## src/rtl/regfile_pkg.sv

```systemverilog
// -----------------------------------------------------------------------------
// regfile_pkg
//   Shared constants, types and helpers for the integer register file
//   (regfile_responder) and its register-dump state machine
//   (regfile_dump_fsm).
//
//   Contents:
//     XLEN             default data width of one register
//     REG_COUNT        number of architectural registers
//     IDX_W            width of a register index
//     LAST_IDX         index of the final register (end of a dump)
//     PENULT_IDX       index just before LAST_IDX
//     SP_INIT_DEFAULT  default reset value of x2 (stack pointer)
//     dump_state_t     dump FSM state encoding {IDLE, SEND}
//     addr_valid()     32-bit address is in range iff bits [31:IDX_W] are zero
// -----------------------------------------------------------------------------
package regfile_pkg;

  localparam int XLEN      = 32;
  localparam int REG_COUNT = 32;
  localparam int IDX_W     = 5;

  localparam logic [IDX_W-1:0] LAST_IDX   = IDX_W'(REG_COUNT - 1);
  localparam logic [IDX_W-1:0] PENULT_IDX = IDX_W'(REG_COUNT - 2);

  localparam logic [31:0] SP_INIT_DEFAULT = 32'h0000_0FFC;

  typedef enum logic {
    IDLE = 1'b0,
    SEND = 1'b1
  } dump_state_t;

  // The decode stage hands us full 32-bit address fields; only the low
  // IDX_W bits select a register and any other set bit means "out of range".
  function automatic logic addr_valid(input logic [31:0] addr);
    return (addr[31:IDX_W] == '0);
  endfunction

endpackage

```

## src/rtl/regfile_dump_fsm.sv

```systemverilog
// -----------------------------------------------------------------------------
// regfile_dump_fsm
//   Sequencer for the valid/ready register-dump stream. It walks dump_idx from
//   0 to 31, one beat per accepted handshake, and returns to IDLE after the
//   last beat. The data for the current beat is looked up by the parent from
//   the live register array using dump_idx, so this block only owns the index
//   and the handshake/status flags.
//
//   Ports:
//     clk         in   clock
//     reset_n     in   asynchronous active-low reset
//     dump_req    in   start request, level-sampled while IDLE
//     dump_ready  in   consumer accepts the current beat
//     dump_valid  out  beat valid (registered)
//     dump_idx    out  register index of the current beat (registered)
//     dump_last   out  current beat is the final register (registered)
//     dump_busy   out  a dump is in progress (registered)
// -----------------------------------------------------------------------------
module regfile_dump_fsm
  import regfile_pkg::*;
(
  input  logic             clk,
  input  logic             reset_n,
  input  logic             dump_req,
  input  logic             dump_ready,
  output logic             dump_valid,
  output logic [IDX_W-1:0] dump_idx,
  output logic             dump_last,
  output logic             dump_busy
);

  dump_state_t state_reg;

  // All outputs are registered alongside the state so the consumer sees
  // glitch-free handshake signals. Because the reset is asynchronous,
  // dump_valid/dump_busy fall the moment reset_n is asserted, abandoning
  // any partial dump.
  always_ff @(posedge clk or negedge reset_n) begin
    if (!reset_n) begin
      state_reg  <= IDLE;
      dump_idx   <= '0;
      dump_valid <= 1'b0;
      dump_last  <= 1'b0;
      dump_busy  <= 1'b0;
    end else begin
      case (state_reg)
        IDLE: begin
          if (dump_req) begin
            state_reg  <= SEND;
            dump_idx   <= '0;
            dump_valid <= 1'b1;
            dump_busy  <= 1'b1;
            dump_last  <= 1'b0;
          end
        end

        SEND: begin
          // dump_req is deliberately ignored here; a new dump can only be
          // requested once we are back in IDLE, which guarantees at least
          // one idle cycle between consecutive dumps.
          if (dump_ready) begin
            if (dump_idx == LAST_IDX) begin
              state_reg  <= IDLE;
              dump_idx   <= '0;
              dump_valid <= 1'b0;
              dump_busy  <= 1'b0;
              dump_last  <= 1'b0;
            end else begin
              dump_idx  <= dump_idx + 1'b1;
              // The next beat is the last one when we are moving off the
              // penultimate index.
              dump_last <= (dump_idx == PENULT_IDX);
            end
          end
        end

        default: begin
          state_reg  <= IDLE;
          dump_idx   <= '0;
          dump_valid <= 1'b0;
          dump_last  <= 1'b0;
          dump_busy  <= 1'b0;
        end
      endcase
    end
  end

endmodule

```

## src/rtl/regfile_responder.sv

```systemverilog
// -----------------------------------------------------------------------------
// regfile_responder
//   32 x XLEN integer register file for the decode stage: two combinational
//   read ports, one synchronous write port, a sticky out-of-range address
//   flag and a valid/ready register-dump stream.
//
//   x0 is hardwired to zero; x2 (sp) resets to SP_INIT, all others to zero.
//   Addresses arrive as full 32-bit fields; an address is in range only when
//   bits [31:5] are zero. Out-of-range reads return zero, out-of-range writes
//   are dropped, and either sets addr_err until reset.
//
//   Build option:
//     REGFILE_BYPASS_EN  when defined (and BYPASS_DEFAULT=1) a write to the
//                        same valid, nonzero index being read in the same
//                        cycle is forwarded to that read port. When undefined
//                        reads return the pre-write contents. The dump port
//                        is never forwarded.
//
//   Ports:
//     clk         in   clock
//     reset_n     in   asynchronous active-low reset
//     rd_addr1    in   read address, port 1
//     rd_addr2    in   read address, port 2
//     rd_data1    out  read data, port 1 (combinational)
//     rd_data2    out  read data, port 2 (combinational)
//     wr_en       in   write enable
//     wr_addr     in   write address
//     wr_data     in   write data
//     dump_req    in   start a register dump (sampled while idle)
//     dump_valid  out  dump beat valid
//     dump_ready  in   dump consumer accepts beat
//     dump_idx    out  register index of current dump beat
//     dump_data   out  live contents of register dump_idx
//     dump_last   out  current dump beat is register 31
//     dump_busy   out  dump in progress
//     addr_err    out  sticky out-of-range address flag
// -----------------------------------------------------------------------------
module regfile_responder #(
  parameter int              XLEN           = regfile_pkg::XLEN,
  parameter logic [XLEN-1:0] SP_INIT        = XLEN'(regfile_pkg::SP_INIT_DEFAULT),
  parameter bit              BYPASS_DEFAULT = 1'b1
) (
  input  logic            clk,
  input  logic            reset_n,
  input  logic [31:0]     rd_addr1,
  input  logic [31:0]     rd_addr2,
  output logic [XLEN-1:0] rd_data1,
  output logic [XLEN-1:0] rd_data2,
  input  logic            wr_en,
  input  logic [31:0]     wr_addr,
  input  logic [XLEN-1:0] wr_data,
  input  logic            dump_req,
  output logic            dump_valid,
  input  logic            dump_ready,
  output logic [4:0]      dump_idx,
  output logic [XLEN-1:0] dump_data,
  output logic            dump_last,
  output logic            dump_busy,
  output logic            addr_err
);

  import regfile_pkg::*;

`ifdef REGFILE_BYPASS_EN
  localparam bit BYPASS_ON = BYPASS_DEFAULT;
`else
  // Forwarding is compiled out; the parameter is still referenced so both
  // builds present the same parameter interface.
  localparam bit BYPASS_ON = 1'b0 & BYPASS_DEFAULT;
`endif

  localparam int SP_IDX = 2;

  // ---------------------------------------------------------------------------
  // Register array
  // ---------------------------------------------------------------------------
  logic [XLEN-1:0]  regs [REG_COUNT];
  logic [IDX_W-1:0] wr_idx;
  logic             wr_ok;

  assign wr_idx = wr_addr[IDX_W-1:0];
  // Writes to x0 and out-of-range writes are dropped here; x0 therefore keeps
  // its reset value of zero forever, which lets every read path index the
  // array directly without a separate x0 special case.
  assign wr_ok  = wr_en && addr_valid(wr_addr) && (wr_idx != '0);

  always_ff @(posedge clk or negedge reset_n) begin
    if (!reset_n) begin
      for (int i = 0; i < REG_COUNT; i++) begin
        regs[i] <= (i == SP_IDX) ? SP_INIT : '0;
      end
    end else if (wr_ok) begin
      regs[wr_idx] <= wr_data;
    end
  end

  // ---------------------------------------------------------------------------
  // Read ports (identical logic, built per port)
  // ---------------------------------------------------------------------------
  logic [31:0]     rd_addr_vec [2];
  logic [XLEN-1:0] rd_data_vec [2];

  assign rd_addr_vec[0] = rd_addr1;
  assign rd_addr_vec[1] = rd_addr2;
  assign rd_data1       = rd_data_vec[0];
  assign rd_data2       = rd_data_vec[1];

  genvar gi;
  generate
    for (gi = 0; gi < 2; gi++) begin : g_rd_port
      logic [IDX_W-1:0] rd_idx;
      logic             rd_ok;
      logic             fwd_hit;

      assign rd_idx = rd_addr_vec[gi][IDX_W-1:0];
      assign rd_ok  = addr_valid(rd_addr_vec[gi]);
      // wr_ok already implies a valid, nonzero index, so full-address
      // equality is enough to identify a same-register collision.
      assign fwd_hit = BYPASS_ON && wr_ok && (wr_addr == rd_addr_vec[gi]);

      assign rd_data_vec[gi] = !rd_ok  ? '0 :
                               fwd_hit ? wr_data :
                                         regs[rd_idx];
    end
  endgenerate

  // ---------------------------------------------------------------------------
  // Sticky out-of-range flag
  // ---------------------------------------------------------------------------
  // Both read ports are always "in use" (combinational, no enable), so a bad
  // read address counts whenever it is presented; a bad write address only
  // counts when a write is actually requested.
  logic addr_err_reg;
  logic addr_err_next;

  assign addr_err_next = !addr_valid(rd_addr1) ||
                         !addr_valid(rd_addr2) ||
                         (wr_en && !addr_valid(wr_addr));

  always_ff @(posedge clk or negedge reset_n) begin
    if (!reset_n) begin
      addr_err_reg <= 1'b0;
    end else if (addr_err_next) begin
      addr_err_reg <= 1'b1;
    end
  end

  assign addr_err = addr_err_reg;

  // ---------------------------------------------------------------------------
  // Register dump stream
  // ---------------------------------------------------------------------------
  logic [IDX_W-1:0] dump_idx_int;

  regfile_dump_fsm u_dump_fsm (
    .clk        (clk),
    .reset_n    (reset_n),
    .dump_req   (dump_req),
    .dump_ready (dump_ready),
    .dump_valid (dump_valid),
    .dump_idx   (dump_idx_int),
    .dump_last  (dump_last),
    .dump_busy  (dump_busy)
  );

  assign dump_idx  = dump_idx_int;
  // Third read mux: live view of the array, never forwarded, so a write to
  // the current index shows up on dump_data the cycle after it lands.
  assign dump_data = regs[dump_idx_int];

endmodule
```

## config.mk

```make
export PLATFORM = sky130hd
export DESIGN_NAME = regfile_responder
export DESIGN_NICKNAME = d
export VERILOG_FILES = /design/src/rtl/regfile_pkg.sv /design/src/rtl/regfile_dump_fsm.sv /design/src/rtl/regfile_responder.sv
export SDC_FILE = /design/constraint.sdc
export NUM_CORES = 2
export LEC_CHECK = 0
export BUFFER_PORTS_ARGS = -buffer_cell sky130_fd_sc_hd__buf_2
export CORE_MARGIN = 2
export CORE_UTILIZATION = 50
export CTS_CLUSTER_SIZE = 12
export DETAILED_ROUTE_END_ITERATION = 8
export PLACE_DENSITY = 0.66
export REMOVE_ABC_BUFFERS = 1
export SLEW_MARGIN = 30
export SYNTH_ARGS = -nofsm -noshare
export SYNTH_HDL_FRONTEND = slang
export SYNTH_HIERARCHICAL = 1
export SYNTH_SLANG_ARGS = --single-unit
```

## constraint.sdc

```tcl
create_clock -name clk -period 6.21 [get_ports clk]
set_input_delay 0.3105 -clock clk [delete_from_list [all_inputs] [get_ports clk]]
set_output_delay 0.3105 -clock clk [all_outputs]
set_load 0.005 [all_outputs]
```

### Word-level counts from Yosys, hierarchy flattened

Cells that the tools add are included.
Widths: inputs -> output; s select.

| storage, ports and cells | value |
|---|---|
| bits in registers | 1,033 |
| bits of input ports | 133 |
| output and inout port bits | 105 |
| word-level logic and storage cells | 98 |

| operators by class | value |
|---|---|
| add/sub/neg operators | 1 |
| $lt $le $gt $ge | 5 |
| equality and inequality tests | 5 |
| muxes and demuxes | 30 |
| bitwise operators | 5 |
| reductions and logical operators | 15 |

Operators by type and width:

| cell | count |
|---|---|
| $bwmux 1024 | 1 |
| $bmux 32 s5 | 3 |
| $mux 32 | 9 |
| $demux 32 s5 | 1 |
| $logic_not 27->1 | 3 |
| $ge 6x6->1 const B | 4 |
| $not 5->6 | 4 |
| $mux 5 | 3 |
| $eq 5x5->1 const B | 2 |
| $pmux 5 s2 | 1 |
| $mux 1 | 9 |
| $lt 6x1->1 const B | 1 |
| $ne 2x2->1 const B | 3 |
| $pmux 1 s2 | 3 |
| $add 5x1->5 const B | 1 |
| $reduce_bool 5->1 | 1 |
| $logic_and 1x1->1 | 4 |
| $logic_not 1->1 | 3 |
| $reduce_and 3->1 | 1 |
| $logic_or 1x1->1 | 2 |
| $reduce_and 2->1 | 1 |
| $not 1->1 | 1 |

### Logic depth before layout (Yosys ltp)

| depth | value |
|---|---|
| word-level depth | 6 |
| gate-level depth with buffers | 9 |
| depth with buffers taken out | 6 |

### Cells and area by module

Netlist, hierarchy kept.

Modules (own cells, without submodules):

| module | times used | cells an instance | area an instance (um2) | seq. area each (um2) |
|---|---|---|---|---|
| regfile_responder | 1 | 4,388 | 62,297.2 | 25,662.1 |
| regfile_dump_fsm | 1 | 50 | 470.5 | 200.2 |

### Worst setup path after synthesis

OpenSTA, ideal clock, no wires.

| timing | value |
|---|---|
| kind | register to output |
| start point | reg u_dump_fsm.dump_idx[0] |
| end point | out dump_data[10] |
| data arrival time | 2,063 ps |
| required time | 5,899 ps |
| setup slack | 3,836 ps |
| cell stages (with the launch flop) | 7 |
| path through | dfrtp_1 buf_2 buf_1 buf_2 mux4_2 o22ai_1 a211oi_1 |

| between the ends | value |
|---|---|
| cells in the longest elaborated chain, start to end | 4 |

Ends and longest elaborated chain:

| item | RTL line | RTL |
|---|---|---|
| from (decl) | regfile_dump_fsm.sv:27 | `output logic [IDX_W-1:0] dump_idx,` |
| from (signal assigned) | regfile_dump_fsm.sv:69 | `dump_idx <= dump_idx + 1'b1;` |
| $not 5->6 (not written as such) | regfile_responder.sv:169 | `assign dump_data = regs[dump_idx_int];` |
| $bmux 32 s5 | regfile_responder.sv:169 |  |
| $mux 32 (not written as such) (2 in series) | regfile_responder.sv:169 |  |
| to (decl) | regfile_responder.sv:56 | `output logic [XLEN-1:0] dump_data,` |

Every way passes these cells. The select of a mux whose other input is x is not followed.

### Final worst setup path

| timing | value |
|---|---|
| start point | reg u_dump_fsm.dump_idx[2] |
| end point | out dump_data[16] |

The elaborated chain is that of the path after synthesis.

==> metrics.cfg <==
[sta]
fmax_ghz=0.239
tightest_slew_ns=1.07
hold_violations=0
finalClockSkew_ns=0.00269
layout_min_cycle_time_ns=4.18
relSlewSlack_pct=28.6
final_max_slew_viol_count=0
post-route-period-util_pct=67.3
rsz0062_at_grt=no
final-setup-viol-count=0

[global_route]
antenna_found_initial=9
met2_usage_pct=51.2
busiest_layer=met2
grt_pass1_wl_mm=322
grt_pass1_vias=45100
grt_overflow=0
grt_max_degree=169
use_met3_pct=9.13
grt_use_total_pct=34.7
use_met1_pct=48.4

[clocking]
cts_tree=built
clock_latency_ns=0.72
clk_path_buf_depth=3
clk_pin_slew_ns=0.06
htreeDepth=3
ctsResizeCount=0
post_cts_buffers=0
cts_root_buffer=clkbuf_16
cts_made_buffers=115
clock-sinks=1033

[pwr]
intPower_mw=12.2
power.density_nw_per_um2=257
power.leakage_nw=32.2
clkPwrFrac_pct=39.7
netSwitchingFraction_pct=31.6
share_comb_of_total_power_pct=21.3
vdd_drop_max_mv=0.309
p_seq_share_pct=39.0
p_switching_mw=5.62

[die]
rows=129
core-area_sq_um=124000
initial_core_util_pct=50.6
pin_count=238
die_y_microns=358
die_area_sq_um=128000
die_w_microns=358

[finish]
reg.largest.list=regs: 1024 flops, u_dump_fsm/dump_idx: 5 flops
multi_input_area_sq_um=34700
register_area_sq_um=25900
n_fill_cell=10000
final_cells=6146
largest_reg_flops=1024
top_register=regs
drive_above_1_share_pct=36.2
area_growth_pct=10.3
final_util_pct=55.8
fin_nets=4550

[detailed_routing]
drt_wl_total_mm=222
post_drt_wl_per_cell_microns=36.1
firstDrtPassIters=8
antenna_left=0
drc=0
num_vias=45200
via_per_inst=7.35
drt-initial-drc-count=5823

[synth]
yosys_warnings=6
synth-edff-count=0
syn_inst=4438
syn_avg_cell_area_sq_um=14.1
ys_ff_latch=1033
yosys_most_used_dff=dfrtp_1
yosysTopAreaCell=dfrtp_1
yosysSeqAreaShare_pct=41.2
synth_cell_types=51
yosysTopAreaCellShare_pct=40.8
async_reset_ff_share_pct=100
synthTopCellsByArea=dfrtp_1 (41%), mux4_2 (20%), mux2_1 (11%)
syn_area_sq_um=62800

[place]
hpwlAfterDp_mm=130
gp_congestion=0.865
dp.cells=5928
portBuffers=237

[hold_path]
min_to=addr_err
min_path_type=in2reg
min_from=wr_en
hold_depth=3

[job]
maxCapViolCount=0

[setup_path]
r2r-end=u_dump_fsm/dump_busy
crit_path_start_kind=flip-flop
r2r.worst_path.cells=8
crit-reg2reg-launch=u_dump_fsm/dump_idx[0]
rrSetupSlack_ns=3.15
required_ns=5.90
worstPathArrival_ns=3.87
critical_path_class=reg2out
worstPathMaxFanout=18
end_kind=output pin

[outcome]
status=finished clean

-- worst max path at each step --
stage	from	end	slack (ns)	cells past startpoint
3_3_place_gp	wr_addr[22]	regs[836]	2.30	6
6_report	u_dump_fsm/dump_idx[2]	dump_data[16]	2.03	5
4_1_cts	u_dump_fsm/dump_idx[2]	dump_data[10]	1.97	5
5_1_grt	u_dump_fsm/dump_idx[0]	dump_data[31]	1.93	6
2_1_floorplan	u_dump_fsm/dump_idx[0]	dump_data[0]	-6.90	4
3_5_place_dp	rd_addr2[0]	rd_data2[29]	2.52	7
-- power by group through the flow --
| stage | Clock (mW) | Sequential [mW] | Combinational (mW) |
|---|---|---|---|
| final | 7.07 | 6.94 | 3.78 |
| after floorplan | 0 | 7.41 | 1.71 |
| after CTS | 7.14 | 6.94 | 3.73 |
| after global routing | 7.42 | 6.95 | 3.90 |
| after global placement | 0 | 7.06 | 3.71 |
| after detailed placement | 0 | 7.06 | 3.72 |
-- metal layers --
layer / routed length, microns / up-vias
li1: - / 17600
met1: 88200 / 24100
met2: 98800 / 2848
met3: 23900 / 604
met4: 10900 / 2
met5: 12 / -
-- cell type report --
cell class | instances | share of cell area [%]
multi-input cells | 2870 | 50.2
repair buffers | 390 | 3.90
clock inverters | 45 | 0.768
flip-flops and latches | 1033 | 37.4
well taps | 1637 | 2.96
diodes | 5 | 0.0181
clock buffers | 162 | 4.82
inverters | 4 | 0.0217
-- kinds of logic after synthesis --
| family | after synthesis | share of synthesized area, % |
|---|---|---|
| AOI/OAI and AO/OA | 555 | 6.73 |
| adders and majority gates | 3 | 0.0598 |
| buffers and inverters | 535 | 3.85 |
| DFF | 1033 | 41.2 |
| muxes | 1987 | 44.6 |
| and+or+nand+nor | 325 | 3.53 |
-- synthesized netlist by cell type, drive strengths merged (2+ instances only) --
cell / n
a211oi: 64
a21oi: 34
a221o: 32
a22o: 64
a22oi: 160
a31oi: 2
and2: 35
and4: 2
buf: 219
clkbuf: 312
dfrtp: 1023
dfstp: 10
ha: 3
inv: 4
mux2: 1056
mux2i: 387
mux4: 544
nand2: 16
nand2b: 4
nand3: 9
nand3b: 7
nand4: 6
nor2: 71
nor2b: 8
nor3: 42
nor4: 107
nor4b: 3
nor4bb: 3
o211ai: 64
o21ai: 7
o221ai: 64
o22ai: 64
or3b: 3
or4b: 2
-- worst max-delay path, stage by stage, from the launching register on --
cell,delay [ns]
dfrtp_1,0.58
nand3_2,0.74
buf_4,0.61
o22ai_1,0.21
a211oi_1,0.72
buf_2,0.25
-- timing repair --
item / 4_1_cts / 5_1_grt
endpoints found under the setup margin: 0 / 0
hold buffers: 4 / 0
hold endpoints to repair: 82 / 0
-- layout by cell type, fill, tap and decap left out, drive strengths merged, types with 5 or more instances in the layout --
cell type	n
mux2	1056
dfrtp	1023
mux4	544
mux2i	387
buf	386
clkbuf	162
a22oi	160
nor4	107
nor2	71
a22o	64
o221ai	64
o211ai	64
o22ai	64
a211oi	64
nor3	42
and2	35
a21oi	34
a221o	32
clkinv	27
nand2	16
bufinv	10
dfstp	10
nand3	9
nor2b	8
nand3b	7
o21ai	7
nand4	6
clkinvlp	6
inv	6
diode	5
-- per-stage QoR --
stage	total power [mW]	TNS, ns	worst slack [ns]	hold slack, ns	cell area (sq um)
2_1_floorplan	9.12	-252.43	-6.90	0.0149	60400
3_3_place_gp	10.8	0	2.30	0.398	65200
3_5_place_dp	10.8	0	2.52	0.405	65300
4_1_cts	17.8	0	1.97	0.0190	69200
5_1_grt	18.3	0	1.93	0.0608	69200
6_report	17.8	0	2.03	0.0436	69200
(Power assumes the default switching activity.)
